==> config.mk <==
export PLATFORM = sky130hd
export DESIGN_NAME = uart_transmitter_controller
export DESIGN_NICKNAME = d
export VERILOG_FILES = /design/src/rtl/uart_transmitter_controller.sv
export SDC_FILE = /design/constraint.sdc
export NUM_CORES = 1
export LEC_CHECK = 0
export CORE_UTILIZATION = 51
export CTS_CLUSTER_DIAMETER = 100
export CTS_CLUSTER_SIZE = 14
export DETAILED_ROUTE_END_ITERATION = 10
export PLACE_DENSITY = 0.77
export SLEW_MARGIN = 20
export SYNTH_ARGS = -nofsm -noshare
export SYNTH_HDL_FRONTEND = slang
export SYNTH_SLANG_ARGS = --single-unit
==> constraint.sdc <==
create_clock -name clk -period 2.2 [get_ports clk]
set_clock_uncertainty 0.15 [all_clocks]
set_input_delay 0.33 -clock clk [delete_from_list [all_inputs] [get_ports clk]]
set_output_delay 0.33 -clock clk [all_outputs]
set_load 0.005 [all_outputs]
==> src/rtl/uart_transmitter_controller.sv <==
// UART transmit engine: start bit, 8 data bits LSB-first, optional even parity, one stop bit,
// each bit held for 16 pulses of Tx_sample_ENABLE. Define UART_TX_PARITY_EN to add the parity bit.
module uart_transmitter_controller (
  input  logic       clk,
  input  logic       reset,
  input  logic       Tx_EN,
  input  logic       Tx_WR,
  input  logic [7:0] Tx_DATA,
  input  logic       Tx_sample_ENABLE,
  output logic       TxD,
  output logic       Tx_BUSY,
  output logic [2:0] dbg_state
);

`ifdef UART_TX_PARITY_EN
  typedef enum logic [2:0] {IDLE = 3'd0, START = 3'd1, DATA = 3'd2, PARITY = 3'd3, STOP = 3'd4} state_e;
`else
  typedef enum logic [2:0] {IDLE = 3'd0, START = 3'd1, DATA = 3'd2, STOP = 3'd4} state_e;
`endif

  state_e      state_q, state_d;
  logic [3:0]  tick_q, tick_d;
  logic [2:0]  bit_q, bit_d;
  logic [7:0]  shift_q, shift_d;
  logic        txd_q, txd_d;
  logic        busy_q, busy_d;
  logic        boundary;
`ifdef UART_TX_PARITY_EN
  logic        parity_q, parity_d;
`endif

  // A bit ends on the edge carrying its 16th tick.
  assign boundary = Tx_sample_ENABLE && (tick_q == 4'd15);

  always_comb begin
    state_d = state_q;
    tick_d  = tick_q;
    bit_d   = bit_q;
    shift_d = shift_q;
    txd_d   = txd_q;
    busy_d  = busy_q;
`ifdef UART_TX_PARITY_EN
    parity_d = parity_q;
`endif
    if (Tx_sample_ENABLE) tick_d = tick_q + 4'd1;
    case (state_q)
      IDLE: begin
        txd_d = 1'b1;
        if (Tx_EN && Tx_WR) begin
          shift_d = Tx_DATA;
          tick_d  = 4'd0;
          bit_d   = 3'd0;
          txd_d   = 1'b0;
          busy_d  = 1'b1;
          state_d = START;
`ifdef UART_TX_PARITY_EN
          parity_d = ^Tx_DATA;
`endif
        end
      end
      START: begin
        if (boundary) begin
          state_d = DATA;
          bit_d   = 3'd0;
          txd_d   = shift_q[0];
        end
      end
      DATA: begin
        if (boundary) begin
          shift_d = {1'b0, shift_q[7:1]};
          bit_d   = bit_q + 3'd1;
          if (bit_q == 3'd7) begin
`ifdef UART_TX_PARITY_EN
            state_d = PARITY;
            txd_d   = parity_q;
`else
            state_d = STOP;
            txd_d   = 1'b1;
`endif
          end else begin
            txd_d = shift_q[1];
          end
        end
      end
`ifdef UART_TX_PARITY_EN
      PARITY: begin
        if (boundary) begin
          state_d = STOP;
          txd_d   = 1'b1;
        end
      end
`endif
      STOP: begin
        if (boundary) begin
          state_d = IDLE;
          busy_d  = 1'b0;
          txd_d   = 1'b1;
        end
      end
      default: begin
        state_d = IDLE;
        busy_d  = 1'b0;
        txd_d   = 1'b1;
      end
    endcase
  end

  always_ff @(posedge clk or negedge reset) begin
    if (!reset) begin
      state_q <= IDLE;
      tick_q  <= 4'd0;
      bit_q   <= 3'd0;
      shift_q <= 8'h00;
      txd_q   <= 1'b1;
      busy_q  <= 1'b0;
`ifdef UART_TX_PARITY_EN
      parity_q <= 1'b0;
`endif
    end else begin
      state_q <= state_d;
      tick_q  <= tick_d;
      bit_q   <= bit_d;
      shift_q <= shift_d;
      txd_q   <= txd_d;
      busy_q  <= busy_d;
`ifdef UART_TX_PARITY_EN
      parity_q <= parity_d;
`endif
    end
  end

  assign TxD       = txd_q;
  assign Tx_BUSY   = busy_q;
  assign dbg_state = state_q;

endmodule

; ---- Word-level counts from Yosys, hierarchy flattened
; Index checks and enable logic that the tools add are counted.
[totals]
reg_bits = 20
latchBits = 0
ramBits = 0
mem_bits_ro = 0
in_bits = 13
out_inout_bits = 5
word_cells = 54
memories = 0
[op_classes]
n_addsub = 2
mul = 0
div_mod_pow = 0
magnitude_cmp = 0
n_eq_ne = 10
shifts = 0
mux = 24
bitwise_logic = 1
n_reduce_logical = 11
[ops]
columns = operator, count
row1 = $mux W3, 7
row2 = $mux W8, 2
row3 = $pmux W8 S2, 1
row4 = $mux W4, 3
row5 = $pmux W3 S4, 1
row6 = $ne A2 B2 Y1 const B, 5
row7 = $pmux W3 S3, 1
row8 = $reduce_and A3 Y1, 3
row9 = $mux W1, 7
row10 = $eq A3 B3 Y1 const B, 2
row11 = $reduce_and A5 Y1, 1
row12 = $add A4 B1 Y4 const B, 1
row13 = $eq A4 B4 Y1 const B, 1
row14 = $pmux W1 S4, 1
row15 = $reduce_and A4 Y1, 1
row16 = $add A3 B1 Y3 const B, 1
row17 = $eq A3 B1 Y1 const B, 1
row18 = $eq A3 B2 Y1 const B, 1
row19 = $logic_not A3 Y1, 1
row20 = $pmux W1 S3, 1
row21 = $reduce_bool A3 Y1, 1
row22 = $logic_and A1 B1 Y1, 2
row23 = $reduce_bool A2 Y1, 1
row24 = $reduce_or A2 Y1, 1
row25 = $not A1 Y1, 1

; ---- Longest topological paths before layout
[depth]
ltp_word = 4
depth_mapped = 6
ltp_nobuf = 5

; ---- Worst setup path before layout
; Ideal clock, no wire load.
[synth_timing]
path_kind = flip-flop to flip-flop
start = register state_q[1] (netlist: dbg_state[1])
end = register shift_q[1]
setup_time_ns = 0.081
arrival_time_ns = 1.488
t_required_ns = 1.969
setup_slack_ns = 0.480
stages_incl_launch_ff = 7
n_path_buf = 2
synth_period_minus_slack_ns = 1.720
cell_sequence = dfrtp_1 -> buf_2 -> or2_1 -> o32ai_4 -> buf_6 -> nor2_2 -> a31oi_2
[synth_between]
elab_chain_len = 3
elab_cells_between_ends = 7
cone_classes = 3 x eq/ne / 1 x mux / 3 x reduce/logical
[synth_rtl]
columns = element, line_no
row1 = from (decl), 21  ; state_e state_q, state_d;
row2 = from (signal assigned), 120  ; state_q <= state_d;
row3 = $eq A3 B2 Y1 or $logic_not A3 Y1 (tied branches), 46  ; case (state_q)
row4 = $ne A2 B2 Y1 (no source line) or $reduce_bool A2 Y1 (tied branches), n/a
row5 = $reduce_and A3 Y1 (no source line), n/a
row6 = to (signal assigned), 123  ; shift_q <= shift_d;
row7 = to (decl), 24  ; logic [7:0] shift_q, shift_d;
; Parallel ways exist; a longest one is shown, timed or not.
; A chain may end at the register's enable or synchronous reset.

; ---- Final worst setup path
[layout_timing]
start = register state_q[0] (netlist: dbg_state[0])
end = output port dbg_state[0]
[layout_rtl]
columns = element, line_no
row1 = to (decl), 12  ; output logic [2:0] dbg_state
; No word-level cell between the ends.

==> reports/metrics.yaml <==
global_route:
  grt_max_degree: 21
  grt_usage_pct: 21.5
  grt_util_met1_pct: 28.0
  busiest_layer: "met2"
  use_met2_pct: 36.7
  grt_pass1_wl_mm: 3.37
  antenna_found_initial: 0
  first_global_vias: 802
  gr-usage-met3_pct: 2.26
  globalRouteOverflowTotal: 0
critical_path:
  worst-r2r-setup-slack_ns: 0.43
  crit_type: "flop to primary output"
  path_delay_family: "buffers and inverters"
  slowest_stage: "clkdlybuf4s50_1"
  cp_cell_sequence: "buf_4 > clkdlybuf4s50_1"
  critPathRequiredTime_ns: 1.72
  critPathMaxFanout: 12
  crit_buf_inv: 2
  cp-end-kind: "primary output"
  arrival_ns: 1.48
  cpPeakStageDelay_ns: 0.53
  crit_path_start_kind: "flop"
pwr:
  p_seq_share_pct: 48.6
  vdd.ir_drop.worst_mv: 0.751
  pwr-share-comb_pct: 37.3
  p_int_mw: 0.846
  clkPwrFrac_pct: 14.1
  switchingPower_mw: 0.445
  leakagePower_nw: 0.588
  p_sw_share_pct: 34.5
  pwr_density_cell_nw_per_um2: 967
sta:
  tns_ns: 0
  fin_crit_ns: 1.96
  slew_violations: 0
  holdWs_ns: 0.213
  finalHoldViolations: 0
  rsz0062_at_grt: "false"
  setup_violations: 0
  tightest_slew_ns: 0.473
  max_freq_ghz: 0.511
  slew_headroom_pct: 68.2
  fin_crit_sh_pct: 89.0
drt:
  routedWlPerCell_um: 12.8
  via_per_inst: 5.49
  totalWireLength_mm: 2.06
  ant_nets: 0
  drt_iter0_drc: 18
  drc: 1
  dr.pass1.iters: 7
  via_count: 884
synth:
  synth_fp_nets: 125
  ys_seq_area_share_pct: 47.4
  syn_inst: 109
  synth_warnings: 0
  ys_types: 38
  synth_ff_type: "dfrtp_1"
  synth-edff-count: 0
  ys_async_sr_fraction_pct: 100
  ys_top_cells_by_area: "dfrtp_1 45%, nand2_1 6.4%, nor2_1 4.3%"
  synth_top_area_share_pct: 44.9
  syn_area_per_cell_um2: 9.71
  synth_largest_area_cell: "dfrtp_1"
  syn-cell-area_um2: 1060
  synth_seq_cells: 20
cts:
  cts_inserted_buffers: 3
  cts_sinks: 20
  root_buffer: "clkbuf_4"
  worstSkewPairLatency_ns: 0.30
  cts_tree: "done"
  hold_buffers: 0
  cts-htree-levels: 1
  post_cts_buffers: 0
  cts_buffer_depth: 2
  clk_pin_slew_ns: 0.12
  cts_resized: 0
placed_design:
  place.gp.congestion: 0.808
  portBuffers: 17
  dpl.hpwl_mm: 1.56
floorplanning:
  dieArea_um2: 2260
  io_pins: 18
  die_w_um: 47.6
  die_h_um: 47.6
  rows: 16
  start_util_pct: 54.0
  core_um2: 1960
final_layout:
  nNetsFinal: 151
  n_antenna_cell: 0
  utilization_pct: 68.1
  area_growth_pct: 26.2
  drive_gt1_share_pct: 15.7
  nFillCells: 174
status:
  violations: "design-rule violations"
  outcome: "finished, violations left"
flow_run:
  cap_violations: 0
worst_hold_path:
  holdCritPathClass: "input port to async pin"
power groups by stage:
stage | clock network [mW] | logic (mW) | registers [mW]
final | 0.182 | 0.482 | 0.628
after global routing | 0.198 | 0.544 | 0.651
after CTS | 0.183 | 0.485 | 0.629
after detailed placement | 0 | 0.483 | 0.636
after global placement | 0 | 0.462 | 0.630
after floorplan | 0 | 0.310 | 0.619
kinds of logic after synthesis:
group                    Yosys count  share of synthesized area, %
AO/OA/AOI/OAI                     25                          17.7
XOR/XNOR                           3                          2.48
multiplexers                       3                          3.07
flip-flops                        20                          47.4
adder cells (fa/ha/maj)            3                          3.55
buffers and inverters              8                          4.14
AND/OR/NAND/NOR                   47                          21.6
sequential cells by signal, summed over array words and instances (netlist names):
name,flops
dbg_state,3
tick_q,4
Tx_BUSY,1
TxD,1
bit_q,3
shift_q,8
metal layers:
| metal | vias up | share of wire (%) |
|---|---|---|
| met1 | 422 | 47 |
| met4 | 0 | 0.63 |
| li1 | 440 | - |
| met2 | 20 | 49 |
| met5 | - | 0 |
| met3 | 2 | 3.0 |
stage by stage:
| stage | cells | worst slack [ns] | power [mW] | cell area [um^2] |
|---|---|---|---|---|
| after global placement | 157 | 0.229 | 1.09 | 1310 |
| after CTS | 161 | 0.244 | 1.30 | 1340 |
| final | 161 | 0.243 | 1.29 | 1340 |
| after global routing | 161 | 0.203 | 1.39 | 1340 |
| after floorplan | 109 | 0.480 | 0.929 | 1060 |
| after detailed placement | 157 | 0.212 | 1.12 | 1310 |
synthesized netlist by cell type (all sizes together), types with 2 or more instances:
| cell | count |
|---|---|
| o21ai | 3 |
| xor2 | 2 |
| a31oi | 7 |
| a22o | 2 |
| a21oi | 7 |
| nand4 | 2 |
| nor2 | 13 |
| mux2 | 2 |
| nor2b | 2 |
| nand3 | 3 |
| nand2 | 18 |
| inv | 3 |
| or2 | 2 |
| ha | 3 |
| buf | 4 |
| dfrtp | 19 |
| nand3b | 2 |
placed cells by master (no fill, tap or decap), types with 2 or more instances in the layout:
master / count
a21oi_1: 7
a22o_1: 2
a31oi_1: 6
buf_4: 8
clkbuf_4: 3
clkdlybuf4s50_1: 17
dfrtp_1: 19
ha_1: 3
inv_1: 3
mux2_2: 2
nand2_1: 18
nand3_1: 3
nand3b_1: 2
nor2_1: 12
nor2b_1: 2
o21ai_0: 3
xor2_1: 2
layout make-up:
class | instances | area [um^2] | share of cell area (%)
Clock buffer | 4 | 26.3 | 1.97
Multi-Input combinational cell | 81 | 513 | 38.4
Tap cell | 27 | 33.8 | 2.53
Sequential cell | 20 | 502 | 37.5
Inverter | 3 | 11.3 | 0.843
Timing Repair Buffer | 26 | 250 | 18.7
worst paths after layout:
path | startpoint | end | depth (start not counted)
worst max-delay path | dbg_state[0] | dbg_state[0] | 2
worst min register to register | bit_q[1] | bit_q[1] | 1
max in group asynchronous | reset | TxD | 2
worst max register to register | dbg_state[1] | shift_q[5] | 5
min in group clk | bit_q[1] | bit_q[1] | 1
worst min-delay path | reset | Tx_BUSY | 2
Power figures use the tool's default switching activity.
